[config.mk]
export PLATFORM = sky130hd
export DESIGN_NAME = threshold_seq_flat
export DESIGN_NICKNAME = d
export VERILOG_FILES = /design/src/rtl/threshold_seq_if.sv /design/src/rtl/threshold_seq.sv /design/src/flat_wrapper.sv
export SDC_FILE = /design/constraint.sdc
export NUM_CORES = 1
export LEC_CHECK = 0
export CORE_ASPECT_RATIO = 1.4
export CORE_MARGIN = 3
export CORE_UTILIZATION = 43
export DETAILED_ROUTE_END_ITERATION = 6
export GPL_TIMING_DRIVEN = 1
export PLACE_DENSITY = 0.78
export RECOVER_POWER = 25
export SETUP_SLACK_MARGIN = 0.15
export SLEW_MARGIN = 10
export SYNTH_ARGS = -nofsm -noshare
export SYNTH_HDL_FRONTEND = slang
export SYNTH_SLANG_ARGS = --single-unit
[constraint.sdc]
create_clock -name clk -period 3.21 [get_ports clk]
set_clock_uncertainty 0.05 [all_clocks]
set_input_delay 0.4815 -clock clk [delete_from_list [all_inputs] [get_ports clk]]
set_output_delay 0.4815 -clock clk [all_outputs]
set_load 0.05 [all_outputs]
[src/rtl/threshold_seq_if.sv]
// Memory port and ALU/ALUCTRL hookup shared by the threshold sequencer.
// The master side is the sequencer; the slave side is the memory and ALU.
interface threshold_seq_if #(
    parameter int ADDR_W = 16,
    parameter int DATA_W = 32
);
    logic [ADDR_W-1:0] mem_addr;
    logic              mem_rd_en;
    logic [DATA_W-1:0] mem_rdata;
    logic              mem_wr_en;
    logic [DATA_W-1:0] mem_wdata;
    logic [4:0]        alu_op;
    logic [5:0]        alu_funct;
    logic [4:0]        alu_shamt;
    logic [DATA_W-1:0] alu_a;
    logic [DATA_W-1:0] alu_b;
    logic [DATA_W-1:0] alu_r;

    modport master (
        output mem_addr, mem_rd_en, mem_wr_en, mem_wdata,
        output alu_op, alu_funct, alu_shamt, alu_a, alu_b,
        input  mem_rdata, alu_r
    );

    modport slave (
        input  mem_addr, mem_rd_en, mem_wr_en, mem_wdata,
        input  alu_op, alu_funct, alu_shamt, alu_a, alu_b,
        output mem_rdata, alu_r
    );
endinterface

[src/rtl/threshold_seq.sv]
// Sequences the shared ALU through the threshold instruction over a pixel buffer:
// read src[idx], compare against threshold in the ALU, write 255/0 to dst[idx].
//
// state | meaning
// IDLE  | waiting for start; job parameters latched on accepted start
// RD    | memory read strobe for src+idx
// WT    | read data returns; captured into the pixel register
// EX    | ALU runs the threshold op; result captured, n_above updated
// WR    | result written to dst+idx; idx advances
// DONE  | one-cycle done pulse, then back to IDLE
module threshold_seq #(
    parameter int ADDR_W = 16,
    parameter int DATA_W = 32,
    parameter int CNT_W  = 16
) (
    input  logic              clk,
    input  logic              rst_n,
    input  logic              start_i,
    input  logic              abort_i,
    input  logic [ADDR_W-1:0] src_base_i,
    input  logic [ADDR_W-1:0] dst_base_i,
    input  logic [CNT_W-1:0]  count_i,
    input  logic [DATA_W-1:0] threshold_i,
    output logic              busy_o,
    output logic              done_o,
    output logic [CNT_W-1:0]  n_above_o,
    threshold_seq_if.master   bus
);
    localparam logic [2:0] S_IDLE = 3'd0;
    localparam logic [2:0] S_RD   = 3'd1;
    localparam logic [2:0] S_WT   = 3'd2;
    localparam logic [2:0] S_EX   = 3'd3;
    localparam logic [2:0] S_WR   = 3'd4;
    localparam logic [2:0] S_DONE = 3'd5;

    logic [2:0]        state_q, state_d;
    logic [ADDR_W-1:0] src_q, src_d;
    logic [ADDR_W-1:0] dst_q, dst_d;
    logic [CNT_W-1:0]  cnt_q, cnt_d;
    logic [CNT_W-1:0]  idx_q, idx_d;
    logic [DATA_W-1:0] thr_q, thr_d;
    logic [DATA_W-1:0] pix_q, pix_d;
    logic [DATA_W-1:0] res_q, res_d;
    logic [CNT_W-1:0]  nab_q, nab_d;

    logic rd_en;
    logic wr_en;

    always_comb begin
        state_d = state_q;
        src_d   = src_q;
        dst_d   = dst_q;
        cnt_d   = cnt_q;
        idx_d   = idx_q;
        thr_d   = thr_q;
        pix_d   = pix_q;
        res_d   = res_q;
        nab_d   = nab_q;
        case (state_q)
            S_IDLE: begin
                if (start_i && !abort_i) begin
                    src_d   = src_base_i;
                    dst_d   = dst_base_i;
                    cnt_d   = count_i;
                    thr_d   = threshold_i;
                    idx_d   = '0;
                    nab_d   = '0;
                    state_d = (count_i == '0) ? S_DONE : S_RD;
                end
            end
            S_RD: state_d = S_WT;
            S_WT: begin
                pix_d   = bus.mem_rdata;
                state_d = S_EX;
            end
            S_EX: begin
                res_d = bus.alu_r;
                if (bus.alu_r == DATA_W'(255) && nab_q != {CNT_W{1'b1}}) begin
                    nab_d = nab_q + CNT_W'(1);
                end
                state_d = S_WR;
            end
            S_WR: begin
                idx_d   = idx_q + CNT_W'(1);
                state_d = (idx_q + CNT_W'(1) == cnt_q) ? S_DONE : S_RD;
            end
            S_DONE: state_d = S_IDLE;
            default: state_d = S_IDLE;
        endcase
        // Abort only redirects the FSM; partial n_above stays visible.
        if (abort_i && state_q != S_IDLE) begin
            state_d = S_IDLE;
        end
    end

    always_ff @(posedge clk or negedge rst_n) begin
        if (!rst_n) begin
            state_q <= S_IDLE;
            src_q   <= '0;
            dst_q   <= '0;
            cnt_q   <= '0;
            idx_q   <= '0;
            thr_q   <= '0;
            pix_q   <= '0;
            res_q   <= '0;
            nab_q   <= '0;
        end else begin
            state_q <= state_d;
            src_q   <= src_d;
            dst_q   <= dst_d;
            cnt_q   <= cnt_d;
            idx_q   <= idx_d;
            thr_q   <= thr_d;
            pix_q   <= pix_d;
            res_q   <= res_d;
            nab_q   <= nab_d;
        end
    end

    // Write strobe is gated by abort in the same cycle so an aborted WR never lands.
    assign rd_en = (state_q == S_RD);
    assign wr_en = (state_q == S_WR) && !abort_i;

    assign bus.mem_rd_en = rd_en;
    assign bus.mem_wr_en = wr_en;
    assign bus.mem_addr  = rd_en ? (src_q + ADDR_W'(idx_q)) :
                           wr_en ? (dst_q + ADDR_W'(idx_q)) : '0;
    assign bus.mem_wdata = wr_en ? res_q : '0;

    assign bus.alu_op    = (state_q == S_EX) ? 5'h02 : 5'h00;
    assign bus.alu_funct = (state_q == S_EX) ? 6'h32 : 6'h00;
    assign bus.alu_shamt = 5'd0;
    assign bus.alu_a     = pix_q;
    assign bus.alu_b     = thr_q;

    assign busy_o    = (state_q != S_IDLE);
    assign done_o    = (state_q == S_DONE);
    assign n_above_o = nab_q;
endmodule

[src/flat_wrapper.sv]
// flat-port wrapper written by rule: the top's interface ports become plain ports
module threshold_seq_flat 
#(
    parameter int ADDR_W = 16,
    parameter int DATA_W = 32,
    parameter int CNT_W  = 16
)
  (clk, rst_n, start_i, abort_i, src_base_i, dst_base_i, count_i, threshold_i, busy_o, done_o, n_above_o, bus_mem_addr, bus_mem_rd_en, bus_mem_wr_en, bus_mem_wdata, bus_alu_op, bus_alu_funct, bus_alu_shamt, bus_alu_a, bus_alu_b, bus_mem_rdata, bus_alu_r);
  threshold_seq_if #(.ADDR_W(ADDR_W), .DATA_W(DATA_W)) bus_i ();
  input  logic clk;
  input  logic rst_n;
  input  logic start_i;
  input  logic abort_i;
  input  logic [ADDR_W-1:0] src_base_i;
  input  logic [ADDR_W-1:0] dst_base_i;
  input  logic [CNT_W-1:0] count_i;
  input  logic [DATA_W-1:0] threshold_i;
  output logic busy_o;
  output logic done_o;
  output logic [CNT_W-1:0] n_above_o;
  output wire logic [$bits(bus_i.mem_addr)-1:0] bus_mem_addr;
  output wire logic [$bits(bus_i.mem_rd_en)-1:0] bus_mem_rd_en;
  output wire logic [$bits(bus_i.mem_wr_en)-1:0] bus_mem_wr_en;
  output wire logic [$bits(bus_i.mem_wdata)-1:0] bus_mem_wdata;
  output wire logic [$bits(bus_i.alu_op)-1:0] bus_alu_op;
  output wire logic [$bits(bus_i.alu_funct)-1:0] bus_alu_funct;
  output wire logic [$bits(bus_i.alu_shamt)-1:0] bus_alu_shamt;
  output wire logic [$bits(bus_i.alu_a)-1:0] bus_alu_a;
  output wire logic [$bits(bus_i.alu_b)-1:0] bus_alu_b;
  input wire logic [$bits(bus_i.mem_rdata)-1:0] bus_mem_rdata;
  input wire logic [$bits(bus_i.alu_r)-1:0] bus_alu_r;
  assign bus_mem_addr = bus_i.mem_addr;
  assign bus_mem_rd_en = bus_i.mem_rd_en;
  assign bus_mem_wr_en = bus_i.mem_wr_en;
  assign bus_mem_wdata = bus_i.mem_wdata;
  assign bus_alu_op = bus_i.alu_op;
  assign bus_alu_funct = bus_i.alu_funct;
  assign bus_alu_shamt = bus_i.alu_shamt;
  assign bus_alu_a = bus_i.alu_a;
  assign bus_alu_b = bus_i.alu_b;
  assign bus_i.mem_rdata = bus_mem_rdata;
  assign bus_i.alu_r = bus_alu_r;
  threshold_seq #(.ADDR_W(ADDR_W), .DATA_W(DATA_W), .CNT_W(CNT_W)) u_core (.clk(clk), .rst_n(rst_n), .start_i(start_i), .abort_i(abort_i), .src_base_i(src_base_i), .dst_base_i(dst_base_i), .count_i(count_i), .threshold_i(threshold_i), .busy_o(busy_o), .done_o(done_o), .n_above_o(n_above_o), .bus(bus_i));
endmodule
==> summary.md <==
| Metric | Value |
|---|---|
| Largest net degree at the start of global routing | 97 |
| Worst Setup Path Type | flop to primary output |
| Max Fclk | between 200 and 300 MHz |
| Global placer's final weighted congestion | roughly 0.92 |
| Wire per inst | about 18 um |
| Post-synth EDFFs | 0 |
| Ys async rst share | between 90% and 100% |
| Worst-margin pin slew | approximately 2.1 ns |
| Reg area | 4480 um^2 |
| Num ports | between 200 and 300 |
| Core area | 21400 um^2 |
| Vias in the first global route | around 9200 |
| Final slew viol count | 40 |
| Starting density of the core | between 40% and 50% |
| Sequential area share after synthesis | a little under half |
| Failing checks | capacitance limit, slew limit, setup timing |
| Final WL | ~30000 um |
| Setup TNS | -2.32 ns |
| Synth warn | 0 |
| Setup ws final | -0.485 ns |
| Die height | ~180 um |
| Syn_area_per_cell | between 8 and 9 um^2 |
| CTS H-tree lvls | 4 |
| Clk_lat worst skew | between 0.4 and 0.5 ns |
| Post-synthesis instance total | between 1000 and 1500 |
| Syn Std Cell Area | approximately 9500 um^2 |
| Yosys reg bits | roughly 180 |
| Peak supply drop | 0.642 mV |
| Clk pin slew, worst setup/hold paths | around 0.070 ns |
| First-pass GRT wire length | roughly 47000 um |
| Final setup fails | 8 |
| # nets final | between 1500 and 2000 |
| Global route overflow | 0 |
| Maxcap violations | 1 |
| Dpl hpwl | approximately 22000 um |
| Clock buffer depth | 2 |
| CP Max Fanout | 5 |
| DR vias | between 8000 and 9000 |
| Rel. slew slack | -40.4% |
| Via density | 5.25 |
| P per Cell Area | ~600 nW/um^2 |
| CTS buffer count | 17 |
| Buffers on Ports | ~280 |
| Netlist cell types | 56 |
| Hold/Removal Path Class | flop to flop |
| TritonRoute pass-1 iters | 5 |
| Leakage | 0.00658 uW |
| Main flop type after synthesis | dfrtp_1 |
| Status | complete, but fails checks |
| WP data arrival | roughly 3.2 ns |
| Root buffer cell | clkbuf_16 |
| Minimum clock period | roughly 3.7 ns |
| DIE AREA | roughly 24000 um^2 |
| Area of the multi-input gates | a little over 5000 um^2 |
| Number of remaining DRC errors | 0 |
| Clk sink count | between 150 and 200 |
| DIE WIDTH | roughly 130 um |
| Row cnt | 63 |
| Tot GR Track Use | about 24% |
| Final count of hold timing violations | 0 |
| Area Overhead vs Synth | 53.0% |
| Filler cell count in the final layout | 1686 |
| Startpoint types | flop |
| Crit path capture type | primary output |
| Initial antenna violation count | 2 |
| Routed Antenna Nets | 0 |
| Util after Layout | between 60% and 70% |
| Worst EP required | ~2.7 ns |
| Layout cells sized above 1 | about 17% |
| DRT iter0 DRCs | around 700 |
| RSZ-0062 raised after global routing | yes |
| Fin crit share | 115% |
| CTS tree | built |
| Pre-CTS WS | -0.108 ns |
-- final timing paths --
check | start | to | slack, ns | cells past startpoint
max | u_core.dst_q[6] | bus_mem_addr[15] | -0.49 | 9
min | u_core.res_q[12] | u_core.res_q[12] | 0.42 | 2
max reg2reg | u_core.idx_q[2] | u_core.state_q[2] | 0.66 | 9
min reg2reg | u_core.res_q[12] | u_core.res_q[12] | 0.42 | 2
max in group asynchronous | rst_n | u_core.idx_q[6] | 0.37 | 3
min in group asynchronous | rst_n | u_core.bus.alu_b[25] | 1.15 | 2
-- metrics by stage --
stage | cells | hold slack, ns | instance area (um^2) | total power (uW)
5_1_grt | 1705 | 0.435 | 14600 | 9380
3_5_place_dp | 1660 | 0.366 | 13500 | 6570
3_3_place_gp | 1660 | 0.368 | 13500 | 6480
2_1_floorplan | 1098 | 0.136 | 9680 | 5280
6_report | 1705 | 0.419 | 14600 | 8940
4_1_cts | 1699 | 0.421 | 14400 | 8960
-- final cells by class --
class	instances	share of cell area [%]
antenna	1	0.0172
clock buffer	19	3.04
clock inverter	12	1.41
inverter	18	0.464
multi-input combinational	841	35.5
sequential	179	30.8
tap	292	2.51
timing repair buffer	343	26.3
-- kinds of logic after synthesis --
group | Yosys count | share of synthesized area (%)
muxes | 37 | 4.39
adders and majority gates | 34 | 4.63
and+or+nand+nor | 556 | 25.5
DFF | 179 | 47.1
other | 1 | 0.0394
AOI/OAI and AO/OA | 150 | 9.89
xor gates and xnor gates | 52 | 4.79
buffers and inverters | 78 | 3.68
-- synth_stat cells (3+ instances only) --
cell type,count,area share (%)
a211oi_1,7,0.55
a21o_1,8,0.63
a21oi_1,32,1.7
a31oi_1,6,0.39
and2_1,37,2.4
and3_1,8,0.53
and4_1,5,0.46
buf_4,15,1.2
clkbuf_1,43,1.7
dfrtp_1,179,47
ha_1,32,4.2
inv_1,16,0.63
mux2_2,34,4.0
nand2_1,377,15
nand2b_1,3,0.20
nand3_1,17,0.89
nand3b_1,5,0.39
nand4_1,8,0.53
nor2_1,47,1.9
nor3_1,10,0.53
nor3b_1,3,0.24
nor4_1,17,1.1
o21a_1,10,0.79
o21ai_0,45,2.4
o21bai_1,4,0.32
o22ai_1,8,0.53
o31a_1,6,0.55
o31ai_1,9,0.71
o32ai_1,5,0.46
or3_1,7,0.46
xnor2_1,29,2.7
xor2_1,23,2.1
-- layer usage --
| metal | part of all wire, % | global-route usage (%) | up-vias |
|---|---|---|---|
| met5 | 0.037 | 0 | - |
| met2 | 51 | 43.4 | 376 |
| met1 | 37 | 27.5 | 4250 |
| li1 | - | - | 4241 |
| met4 | 4.5 | 12.0 | 2 |
| met3 | 7.5 | 6.10 | 84 |
-- cells in the final DEF, fill, tap and decap left out, types with 9 or more instances in the layout --
cell type,instances
a21oi_1,29
and2_1,37
buf_12,51
buf_4,50
buf_6,10
clkbuf_16,17
clkdlybuf4s50_1,228
conb_1,12
dfrtp_1,176
ha_1,22
ha_4,9
inv_1,15
mux2_2,34
nand2_1,377
nand3_1,17
nor2_1,44
nor3_1,9
nor4_1,17
o21a_1,10
o21ai_0,37
xnor2_1,27
xor2_1,20
-- sequential cells by signal (all words and copies together) (netlist names) --
register and cells:
u_core.src_q 16, u_core.dst_q 16, u_core.idx_q 16, u_core.cnt_q 16, u_core.bus.alu_a 32, u_core.n_above_o 16
u_core.state_q 3, u_core.bus.alu_b 32, u_core.res_q 32
-- critical path, cell delays in order (launching register included) --
cell	delay [ns]
dfrtp_1	0.41
ha_4	0.27
a21o_1	0.16
a21o_1	0.17
o31a_1	0.31
o31a_1	0.29
o31a_1	0.29
mux2_4	0.31
a221o_2	0.37
buf_12	0.16
-- power breakdown --
part	switching [uW]	internal [uW]	total [uW]
clock	901	1410	2310
combinational	2040	1320	3360
sequential	389	2880	3270
total	3330	5610	8940
-- what timing repair did --
item,in CTS,in global routing
endpoints found under the hold margin,36,0
pin swaps,26,15
setup buffers,7,5
resized for setup,46,23
setup endpoints to repair,12,12
hold buffers,1,0
Note: power is estimated with default switching activity, not from simulation.
